===== src/rtl/hazard_pkg.sv =====
// Shared types and constants for the pipeline hazard controller.
package hazard_pkg;

    typedef enum logic [1:0] {
        RUN   = 2'd0,
        WAIT  = 2'd1,
        ERROR = 2'd2
    } wait_state_t;

    localparam logic [4:0] REG_ZERO = 5'd0;

endpackage


===== src/rtl/hazard_mem_wait_fsm.sv =====
// Tracks outstanding data-memory accesses, freezes the pipeline while they
// are pending and latches a sticky error when an access exceeds TIMEOUT cycles.
module hazard_mem_wait_fsm
    import hazard_pkg::*;
#(
    parameter int TIMEOUT = 16
) (
    input  logic clk,
    input  logic rst,
    input  logic dmem_req_M,
    input  logic dmem_ready,
    output logic freeze,
    output logic mem_error
);

    localparam int CW = $clog2(TIMEOUT + 1);
    localparam logic [CW-1:0] TIMEOUT_CNT = CW'(TIMEOUT);

    wait_state_t   state;
    wait_state_t   next_state;
    logic [CW-1:0] wait_cnt;
    logic [CW-1:0] next_cnt;
    logic          mem_stall;

    assign mem_stall = dmem_req_M & ~dmem_ready;

    always_comb begin
        next_state = state;
        next_cnt   = wait_cnt;
        freeze     = 1'b0;
        case (state)
            RUN: begin
                if (mem_stall) begin
                    freeze     = 1'b1;
                    next_state = WAIT;
                    next_cnt   = CW'(1);
                end
            end
            WAIT: begin
                if (mem_stall) begin
                    freeze   = 1'b1;
                    next_cnt = wait_cnt + CW'(1);
                    if (next_cnt == TIMEOUT_CNT) begin
                        next_state = ERROR;
                    end
                end else begin
                    next_state = RUN;
                    next_cnt   = '0;
                end
            end
            ERROR: begin
                // Only reset can recover a timed-out access.
                freeze = 1'b1;
            end
            default: begin
                next_state = RUN;
                next_cnt   = '0;
            end
        endcase
    end

    always_ff @(posedge clk or posedge rst) begin
        if (rst) begin
            state     <= RUN;
            wait_cnt  <= '0;
            mem_error <= 1'b0;
        end else begin
            state     <= next_state;
            wait_cnt  <= next_cnt;
            mem_error <= mem_error | (next_state == ERROR);
        end
    end

endmodule


===== src/rtl/hazard_unit.sv =====
// Pipeline hazard controller: load-use detection, branch flush, memory freeze
// with timeout, and a saturating stall-cycle counter.
module hazard_unit
    import hazard_pkg::*;
#(
    parameter int TIMEOUT = 16,
    parameter int CNT_W   = 32
) (
    input  logic             clk,
    input  logic             rst,
    input  logic [4:0]       Rs1_D,
    input  logic [4:0]       Rs2_D,
    input  logic [4:0]       RD_E,
    input  logic             RegWriteE,
    input  logic             ResultSrcE0,
    input  logic             PCSrcE,
    input  logic             dmem_req_M,
    input  logic             dmem_ready,
    output logic             StallF,
    output logic             StallD,
    output logic             StallE,
    output logic             StallM,
    output logic             FlushD,
    output logic             FlushE,
    output logic             FlushW,
    output logic             mem_error,
    output logic [CNT_W-1:0] stall_cycles
);

    logic freeze;
    logic lw_stall;

    hazard_mem_wait_fsm #(
        .TIMEOUT (TIMEOUT)
    ) u_wait_fsm (
        .clk        (clk),
        .rst        (rst),
        .dmem_req_M (dmem_req_M),
        .dmem_ready (dmem_ready),
        .freeze     (freeze),
        .mem_error  (mem_error)
    );

    assign lw_stall = ResultSrcE0 & RegWriteE & (RD_E != REG_ZERO) &
                      ((RD_E == Rs1_D) | (RD_E == Rs2_D));

    // Freeze outranks branch, which outranks load-use; everything idles in reset.
    always_comb begin
        StallF = 1'b0;
        StallD = 1'b0;
        StallE = 1'b0;
        StallM = 1'b0;
        FlushD = 1'b0;
        FlushE = 1'b0;
        FlushW = 1'b0;
        if (!rst) begin
            if (freeze) begin
                StallF = 1'b1;
                StallD = 1'b1;
                StallE = 1'b1;
                StallM = 1'b1;
                FlushW = 1'b1;
            end else if (PCSrcE) begin
                FlushD = 1'b1;
                FlushE = 1'b1;
            end else if (lw_stall) begin
                StallF = 1'b1;
                StallD = 1'b1;
                FlushE = 1'b1;
            end
        end
    end

    always_ff @(posedge clk or posedge rst) begin
        if (rst) begin
            stall_cycles <= '0;
        end else if (StallF && (stall_cycles != '1)) begin
            stall_cycles <= stall_cycles + CNT_W'(1);
        end
    end

endmodule


===== config.mk =====
export PLATFORM = sky130hd
export DESIGN_NAME = hazard_unit
export DESIGN_NICKNAME = d
export VERILOG_FILES = /design/src/rtl/hazard_pkg.sv /design/src/rtl/hazard_mem_wait_fsm.sv /design/src/rtl/hazard_unit.sv
export SDC_FILE = /design/constraint.sdc
export NUM_CORES = 1
export LEC_CHECK = 0
export CAP_MARGIN = 20
export CORE_ASPECT_RATIO = 2
export CORE_MARGIN = 2
export CORE_UTILIZATION = 43
export DETAILED_ROUTE_END_ITERATION = 10
export GPL_ROUTABILITY_DRIVEN = 0
export PLACE_DENSITY = 0.8
export SYNTH_ARGS = -nofsm -noshare
export SYNTH_HDL_FRONTEND = slang
export SYNTH_SLANG_ARGS = --single-unit

===== constraint.sdc =====
create_clock -name clk -period 4.1 [get_ports clk]
set_clock_uncertainty 0.2 [all_clocks]
set_input_delay 1.23 -clock clk [delete_from_list [all_inputs] [get_ports clk]]
set_output_delay 1.23 -clock clk [all_outputs]
set_load 0.01 [all_outputs]

==> results_dict.tcl, run 1 <==
set metrics [dict create \
    final_cells 354 \
    wl_per_cell_microns 14.6 \
    htree_levels 2 \
    end_kind "output port" \
    row_count 37 \
    die_area_sq_mm 0.00585 \
    fillers 448 \
    reg2reg_setup_slack_ns 1.78 \
    synth_seq_cells 40 \
    synth_edf_count 0 \
    portBuffers 61 \
    layout_commonest_cell "clkdlybuf4s50_1" \
    dp.cells 343 \
    period_share 0.991 \
    cp-start-kind "input port" \
    required_ns 2.67 \
    p_per_area_mw_per_mm2 306 \
    io_pins 62 \
    track_usage 0.190 \
    areaGrowthSynthToFinish_pct 39.4 \
    fmax_mhz 246 \
    num_vias 1903 \
    leakagePower_uw 0.00132 \
    cts_sinks 40 \
    synth_area_per_cell_sq_um 10.3 \
    clk_pin_slew_ns 0.08 \
    via_per_inst 5.38 \
    maxCapViolations 0 \
    dpl_cell_area_sq_mm 0.00297 \
    path_max_fanout 3 \
    drc 0 \
    whs_ns 0.301 \
    hold_violations 0 \
    grt_max_degree 41 \
    hold_path_depth 1 \
    syn_inst 218 \
    reg2reg_depth 6 \
    antenna_found_initial 0 \
    setup_tns_ns 0 \
    fin_area_sq_mm 0.00313 \
    insertedDiodeCount 0 \
    first_pass_iters 5 \
    ys_seq_area_frac 0.446 \
    final_cell_mix "49 x clkdlybuf4s50_1, 40 x dfrtp_1, 37 x xnor2_1, 23 x nand2_1" \
    finalCriticalPeriod_ns 4.06 \
    grt_setup_unrepaired "no" \
    rr_endpoint "stall_cycles[1]" \
    postRouteAntennaNets 0 \
    die_h_microns 106 \
    core_sq_mm 0.00509 \
    wirelength_mm 5.18 \
    tightest_slew_ns 0.501 \
    clk_path_buf_depth 2 \
    peakVddDrop_v 0.000358 \
    finalMaxSlewViolations 0 \
    arrival_ns 2.63 \
    hold_buffers 0 \
    start_util 0.441 \
    relSlewSlack 0.666 \
    worstReg2RegStart "stall_cycles[0]" \
    cts_tree "done" \
    ys_types 46 \
    whs_endpoint "u_wait_fsm.mem_error" \
    overflow 0 \
    dr.first_iter.drc_count 35 \
    yosys_warnings 0 \
    nNetsFinal 319 \
    crit_type "input port to output port" \
    status "completed" \
    grt_pass1_wl_mm 8.29 \
    cts_made_buffers 5 \
    clk-insertion-delay-late_ns 0.29 \
    die_width_microns 55.1 \
    hold_class "flip-flop to flip-flop" \
    grt_pass1_vias 1878 \
    setup_viol 0 \
    synth-main-ff-cell "dfrtp_1" \
    syn_area_sq_mm 0.00224 \
    drive_above_1_share 0.186 \
    hpwl_mm 3.99 \
    clockRootBuffer "clkbuf_8" \
    syn_nets 242 \
    async_reset_ff_frac 1.00 \
    hp-start "u_wait_fsm.mem_error" \
]
[flip-flops by register name, summed over array words and instances (netlist names)]
name                  count
u_wait_fsm.mem_error      1
u_wait_fsm.wait_cnt       5
stall_cycles             32
u_wait_fsm.state          2
[worst max path at each step]
stage	cells after the start	start	endpoint
floorplan	6	rst	StallF
global placement	6	RD_E[1]	StallF
detailed placement	6	RD_E[0]	StallF
CTS	7	RD_E[1]	StallF
global route	7	RD_E[1]	StallF
finish	7	RD_E[1]	StallF
[power breakdown]
| part | internal [uW] | switching [uW] |
|---|---|---|
| logic | 94.8 | 73.2 |
| registers | 415 | 28.4 |
| clock network | 215 | 132 |
[repair_timing]
item                                   CTS  global route
setup endpoints to repair                7             0
buffers inserted                         3             0
gates resized for setup                 31             0
endpoints found under the hold margin    0             0
[through the flow]
stage / worst slack, ns / util / power, uW
5_1_grt: 0.00537 / 0.614 / 994
3_3_place_gp: -0.513 / 0.584 / 613
3_5_place_dp: -0.526 / 0.584 / 619
2_1_floorplan: 0.0486 / - / 523
6_report: 0.0354 / 0.614 / 958
4_1_cts: 0.0373 / 0.614 / 966
[cells by family after synthesis]
| family | share of synthesized area |
|---|---|
| xor gates and xnor gates | 0.156 |
| muxes | 0.0139 |
| DFF | 0.446 |
| buffers and inverters | 0.0357 |
| adders and majority gates | 0.0111 |
| and+or+nand+nor | 0.280 |
| AOI/OAI and AO/OA | 0.0569 |
[cell usage after synthesis, types with 4 or more instances]
master / count / share of area
dfrtp_1: 40 / 0.45
xnor2_1: 37 / 0.14
nand2_1: 23 / 0.038
nand4_1: 17 / 0.047
nor2_1: 14 / 0.023
nand3_1: 13 / 0.029
and3_1: 6 / 0.017
and2_1: 4 / 0.011
inv_1: 4 / 0.0067
nand3_2: 4 / 0.018
o21ai_0: 4 / 0.0089
[worst max-delay path, stage by stage]
cell and delay, ns:
clkdlybuf4s15_2 0.21, or4_4 0.53, o211ai_2 0.20, buf_4 0.14
o31a_4 0.14, nor2_4 0.05, buf_2 0.13
[area by class of cell]
| cell class | instances | area [sq um] | area share |
|---|---|---|---|
| Multi-Input combinational cell | 166 | 1190 | 0.381 |
| Sequential cell | 40 | 1000 | 0.320 |
| Timing Repair Buffer | 78 | 718 | 0.230 |
| Clock buffer | 7 | 96.3 | 0.0308 |
| Tap cell | 58 | 72.6 | 0.0232 |
| Clock inverter | 1 | 30.0 | 0.00960 |
| Inverter | 4 | 18.8 | 0.00600 |
[per-layer routing]
metal	GRT usage	part of all wire	vias up
met5	0	0	-
met4	0.0889	0.025	0
met3	0.0239	0.025	10
met2	0.334	0.58	41
met1	0.212	0.37	938
li1	-	-	914
Power figures use the tool's default switching activity.
==> inputs of run 2 (changes only) <==
RECOVER_POWER = 50   (was default)
==> results_dict.tcl, run 2 (synthesis gave the netlist of run 1 again) <==
set metrics [dict create \
    finalMaxSlewViolations 41 \
    grt_pass1_wl_mm 8.29 \
    crit_type "input port to output port" \
    grt_pass1_vias 1878 \
    required_ns 2.67 \
    grt_setup_unrepaired "no" \
    relSlewSlack -0.399 \
    path_max_fanout 3 \
    status "finished with violations" \
    die_h_microns 106 \
    drc 0 \
    wl_per_cell_microns 14.6 \
    use_met1 0.212 \
    end_kind "output port" \
    dpl_cell_area_sq_mm 0.00297 \
    swShare 0.245 \
    p_switching_uw 234 \
    htree_levels 2 \
    cp-start-kind "input port" \
    via_per_inst 5.36 \
    violations "capacitance limit, slew limit" \
    peakVddDrop_v 0.000357 \
    top_regs "stall_cycles x32, u_wait_fsm.wait_cnt x5, u_wait_fsm.state x2" \
    overflow 0 \
    power_uw 956 \
    intPower_uw 722 \
    p_per_area_mw_per_mm2 306 \
    largest_reg_flops 32 \
    fmax_mhz 246 \
    fin_ws_ns 0.0354 \
    die_width_microns 55.1 \
    postRouteAntennaNets 0 \
    die_area_sq_mm 0.00585 \
    final_cell_mix "40 x dfrtp_1, 38 x clkdlybuf4s50_1, 37 x xnor2_1, 23 x nand2_1, 17 x nand4_1" \
    wirelength_mm 5.18 \
    cts_tree "done" \
    maxCapViolations 1 \
    dp.cells 343 \
    grt.busiest_layer "met2" \
    use_met2 0.334 \
    tightest_slew_ns 2.10 \
    antenna_found_initial 0 \
    clk_pin_slew_ns 0.08 \
    num_vias 1896 \
    place_ws_ns -0.526 \
    clockRootBuffer "clkbuf_8" \
    leakagePower_uw 0.00134 \
    start_util 0.441 \
    insertedDiodeCount 0 \
    core_sq_mm 0.00509 \
    hold_violations 0 \
    p_clk_frac 0.363 \
    clk-insertion-delay-late_ns 0.29 \
    dr.first_iter.drc_count 35 \
    hold_buffers 0 \
    row_count 37 \
    arrival_ns 2.63 \
    use_met3 0.0239 \
    hold_class "flip-flop to flip-flop" \
    reg2reg_setup_slack_ns 1.79 \
    nNetsFinal 319 \
    grt_max_degree 41 \
    combPwrFrac 0.173 \
    power.share.sequential 0.464 \
    clk_path_buf_depth 2 \
    drive_above_1_share 0.182 \
    areaGrowthSynthToFinish_pct 39.2 \
    setup_viol 0 \
    fin_area_sq_mm 0.00312 \
    portBuffers 61 \
    final_cells 354 \
    top_register "stall_cycles" \
    io_pins 62 \
    first_pass_iters 4 \
    finalCriticalPeriod_ns 4.06 \
    period_share 0.991 \
    fillers 448 \
    fin_util 0.614 \
    cts_sinks 40 \
    cts_made_buffers 5 \
    layout_commonest_cell "dfrtp_1" \
    track_usage 0.190 \
    hpwl_mm 3.99 \
]
[run 2: power by group through the flow]
| stage | combinational (uW) | sequential [uW] | clock, uW |
|---|---|---|---|
| final | 166 | 443 | 347 |
| after CTS | 170 | 444 | 351 |
| after global placement | 164 | 450 | 0 |
| after global routing | 179 | 447 | 366 |
| after floorplan | 70.7 | 453 | 0 |
| after detailed placement | 168 | 451 | 0 |
[run 2: worst paths after layout]
kind                                      start                    to  cells after the start
max                                     RD_E[1]                StallF                      7
min                        u_wait_fsm.mem_error  u_wait_fsm.mem_error                      1
max reg2reg                     stall_cycles[0]       stall_cycles[1]                      6
min reg2reg                u_wait_fsm.mem_error  u_wait_fsm.mem_error                      1
max in group asynchronous                   rst      stall_cycles[16]                      3
min in group asynchronous                   rst  u_wait_fsm.mem_error                      3
[run 2: layer usage]
layer	up-vias	share of wire
li1	914	-
met1	936	0.37
met2	36	0.59
met3	10	0.023
met4	0	0.026
met5	-	0
[run 2: area by class of cell]
type                            instances  area (sq um)  share of cell area
Clock buffer                            7          96.3              0.0308
Tap cell                               58          72.6              0.0232
Timing Repair Buffer                   78           714               0.229
Sequential cell                        40          1000               0.320
Inverter                                4          18.8             0.00601
Clock inverter                          1          30.0             0.00961
Multi-Input combinational cell        166          1190               0.381
[run 2: through the flow]
stage,hold WS [ns],TNS [ns]
floorplan,0.265,0
global placement,0.285,-2.19
detailed placement,0.285,-2.23
CTS,0.307,0
global route,0.320,0
finish,0.296,0
[run 2: timing repair]
action,in CTS,in global routing
resized for setup,31,0
setup endpoints to repair,7,0
buffers inserted,3,0
[run 2: worst max-delay path: stages]
cell and delay, ns:
clkdlybuf4s15_2 0.21, or4_4 0.53, o211ai_2 0.20, buf_4 0.14, o31a_4 0.14, nor2_4 0.05, buf_2 0.13
==> inputs of run 3 (changes only) <==
CORE_UTILIZATION = 52   (was 43)
PLACE_DENSITY = 0.9   (was 0.8)
SLEW_MARGIN = 40   (was default)
clock period = 4.95 ns   (was 4.1 ns; I/O delays follow)
==> results_dict.tcl, run 3 (synthesis gave the netlist of run 1 again) <==
set metrics [dict create \
    status "finished with violations" \
    violations "capacitance limit, slew limit" \
    intPower_uw 567 \
    clockRootBuffer "clkbuf_8" \
    path_max_fanout 5 \
    hpwl_mm 4.01 \
    combPwrFrac 0.176 \
    grt_max_degree 41 \
    end_kind "output port" \
    clk_pin_slew_ns 0.08 \
    cp-start-kind "input port" \
    clk-insertion-delay-late_ns 0.30 \
    p_clk_frac 0.347 \
    postRouteAntennaNets 0 \
    io_pins 62 \
    via_per_inst 5.48 \
    power.share.sequential 0.477 \
    power_uw 767 \
    period_share 0.996 \
    cts_sinks 40 \
    nNetsFinal 315 \
    fin_util 0.742 \
    portBuffers 61 \
    wirelength_mm 5.27 \
    finalCriticalPeriod_ns 4.93 \
    fmax_mhz 203 \
    leakagePower_uw 0.00128 \
    crit_type "input port to output port" \
    grt_pass1_vias 1925 \
    overflow 0 \
    dp.cells 336 \
    first_pass_iters 4 \
    relSlewSlack -0.395 \
    final_cells 344 \
    fin_area_sq_mm 0.00306 \
    layout_commonest_cell "clkdlybuf4s50_1" \
    htree_levels 2 \
    hold_buffers 0 \
    final_cell_mix "43 x clkdlybuf4s50_1, 40 x dfrtp_1, 37 x xnor2_1, 23 x nand2_1, 17 x nand4_1" \
    die_width_microns 50.5 \
    finalMaxSlewViolations 41 \
    antenna_found_initial 0 \
    setup_viol 0 \
    crit_chain "clkdlybuf4s50_1, or4_4, o211ai_2, o31a_2, nor2_2, dlygate4sd2_1" \
    p_switching_uw 200 \
    top_regs "stall_cycles x32, u_wait_fsm.wait_cnt x5, u_wait_fsm.state x2" \
    worst_path_max_delay_cell "or4_4" \
    arrival_ns 3.24 \
    hold_class "flip-flop to flip-flop" \
    dpl_cell_area_sq_mm 0.00295 \
    cp_slowest_stage_delay_ns 0.54 \
    track_usage 0.228 \
    start_util 0.544 \
    top_register "stall_cycles" \
    drc 0 \
    insertedDiodeCount 0 \
    wl_per_cell_microns 15.3 \
    cts_tree "done" \
    largest_reg_flops 32 \
    die_area_sq_mm 0.00489 \
    drive_above_1_share 0.147 \
    clk_path_buf_depth 2 \
    cts_made_buffers 5 \
    maxCapViolations 1 \
    die_h_microns 96.9 \
    swShare 0.261 \
    required_ns 3.26 \
    row_count 33 \
    hold_violations 0 \
    tightest_slew_ns 2.09 \
    grt_pass1_wl_mm 8.76 \
    areaGrowthSynthToFinish_pct 36.5 \
    p_per_area_mw_per_mm2 250 \
    core_sq_mm 0.00413 \
    dr.first_iter.drc_count 43 \
    peakVddDrop_v 0.000286 \
    num_vias 1885 \
]
-- run 3: final timing paths --
kind / startpoint / end / slack, ns / depth (start not counted)
min reg2reg: u_wait_fsm.mem_error / u_wait_fsm.mem_error / 0.27 / 1
min: u_wait_fsm.mem_error / u_wait_fsm.mem_error / 0.27 / 1
max in group asynchronous: rst / stall_cycles[8] / 1.06 / 3
max reg2reg: stall_cycles[0] / stall_cycles[1] / 2.41 / 5
min in group asynchronous: rst / stall_cycles[25] / 2.29 / 3
max: RD_E[1] / StallD / 0.02 / 6
-- run 3: cell type report --
type                    count  area (sq um)
flip-flops and latches     40          1000
well taps                  52          65.1
multi-input cells         166          1170
fillers                   309          1070
repair buffers             74           698
inverters                   4          15.0
clock inverters             3          42.5
clock buffers               5          68.8
-- run 3: timing repair --
item                                   4_1_cts  5_1_grt
endpoints found under the hold margin        0        0
gates resized for setup                      6        1
pin swaps                                    1        0
buffers inserted                             1        0
setup endpoints to repair                    3        1
-- run 3: critical path: cells and delay by family --
| family | cells | cell delay, ns |
|---|---|---|
| compound gates | 2 | 0.43 |
| simple gates | 2 | 0.61 |
| buf+inv | 2 | 0.71 |
-- run 3: metal layers --
metal,up-vias,global-route usage,share of wire,wire (microns)
met5,-,0,0,0
met4,0,0.0852,0.028,149
met3,15,0.0417,0.033,174
met2,50,0.423,0.58,3050
met1,911,0.245,0.36,1900
li1,909,-,-,-
-- run 3: power groups by stage --
stage	sequential (uW)	clock [uW]	combinational, uW
5_1_grt	369	289	146
2_1_floorplan	375	0	58.4
3_3_place_gp	371	0	135
3_5_place_dp	372	0	140
6_report	366	266	135
4_1_cts	366	271	140
-- run 3: through the flow --
| step | hold WS (ns) | setup slack (ns) | TNS, ns |
|---|---|---|---|
| after floorplan | 0.265 | 0.0989 | 0 |
| after CTS | 0.284 | 0.0270 | 0 |
| after global routing | 0.295 | -0.00281 | -0.00281 |
| after detailed placement | 0.262 | -0.216 | -0.639 |
| after global placement | 0.259 | -0.172 | -0.503 |
| final | 0.274 | 0.0222 | 0 |
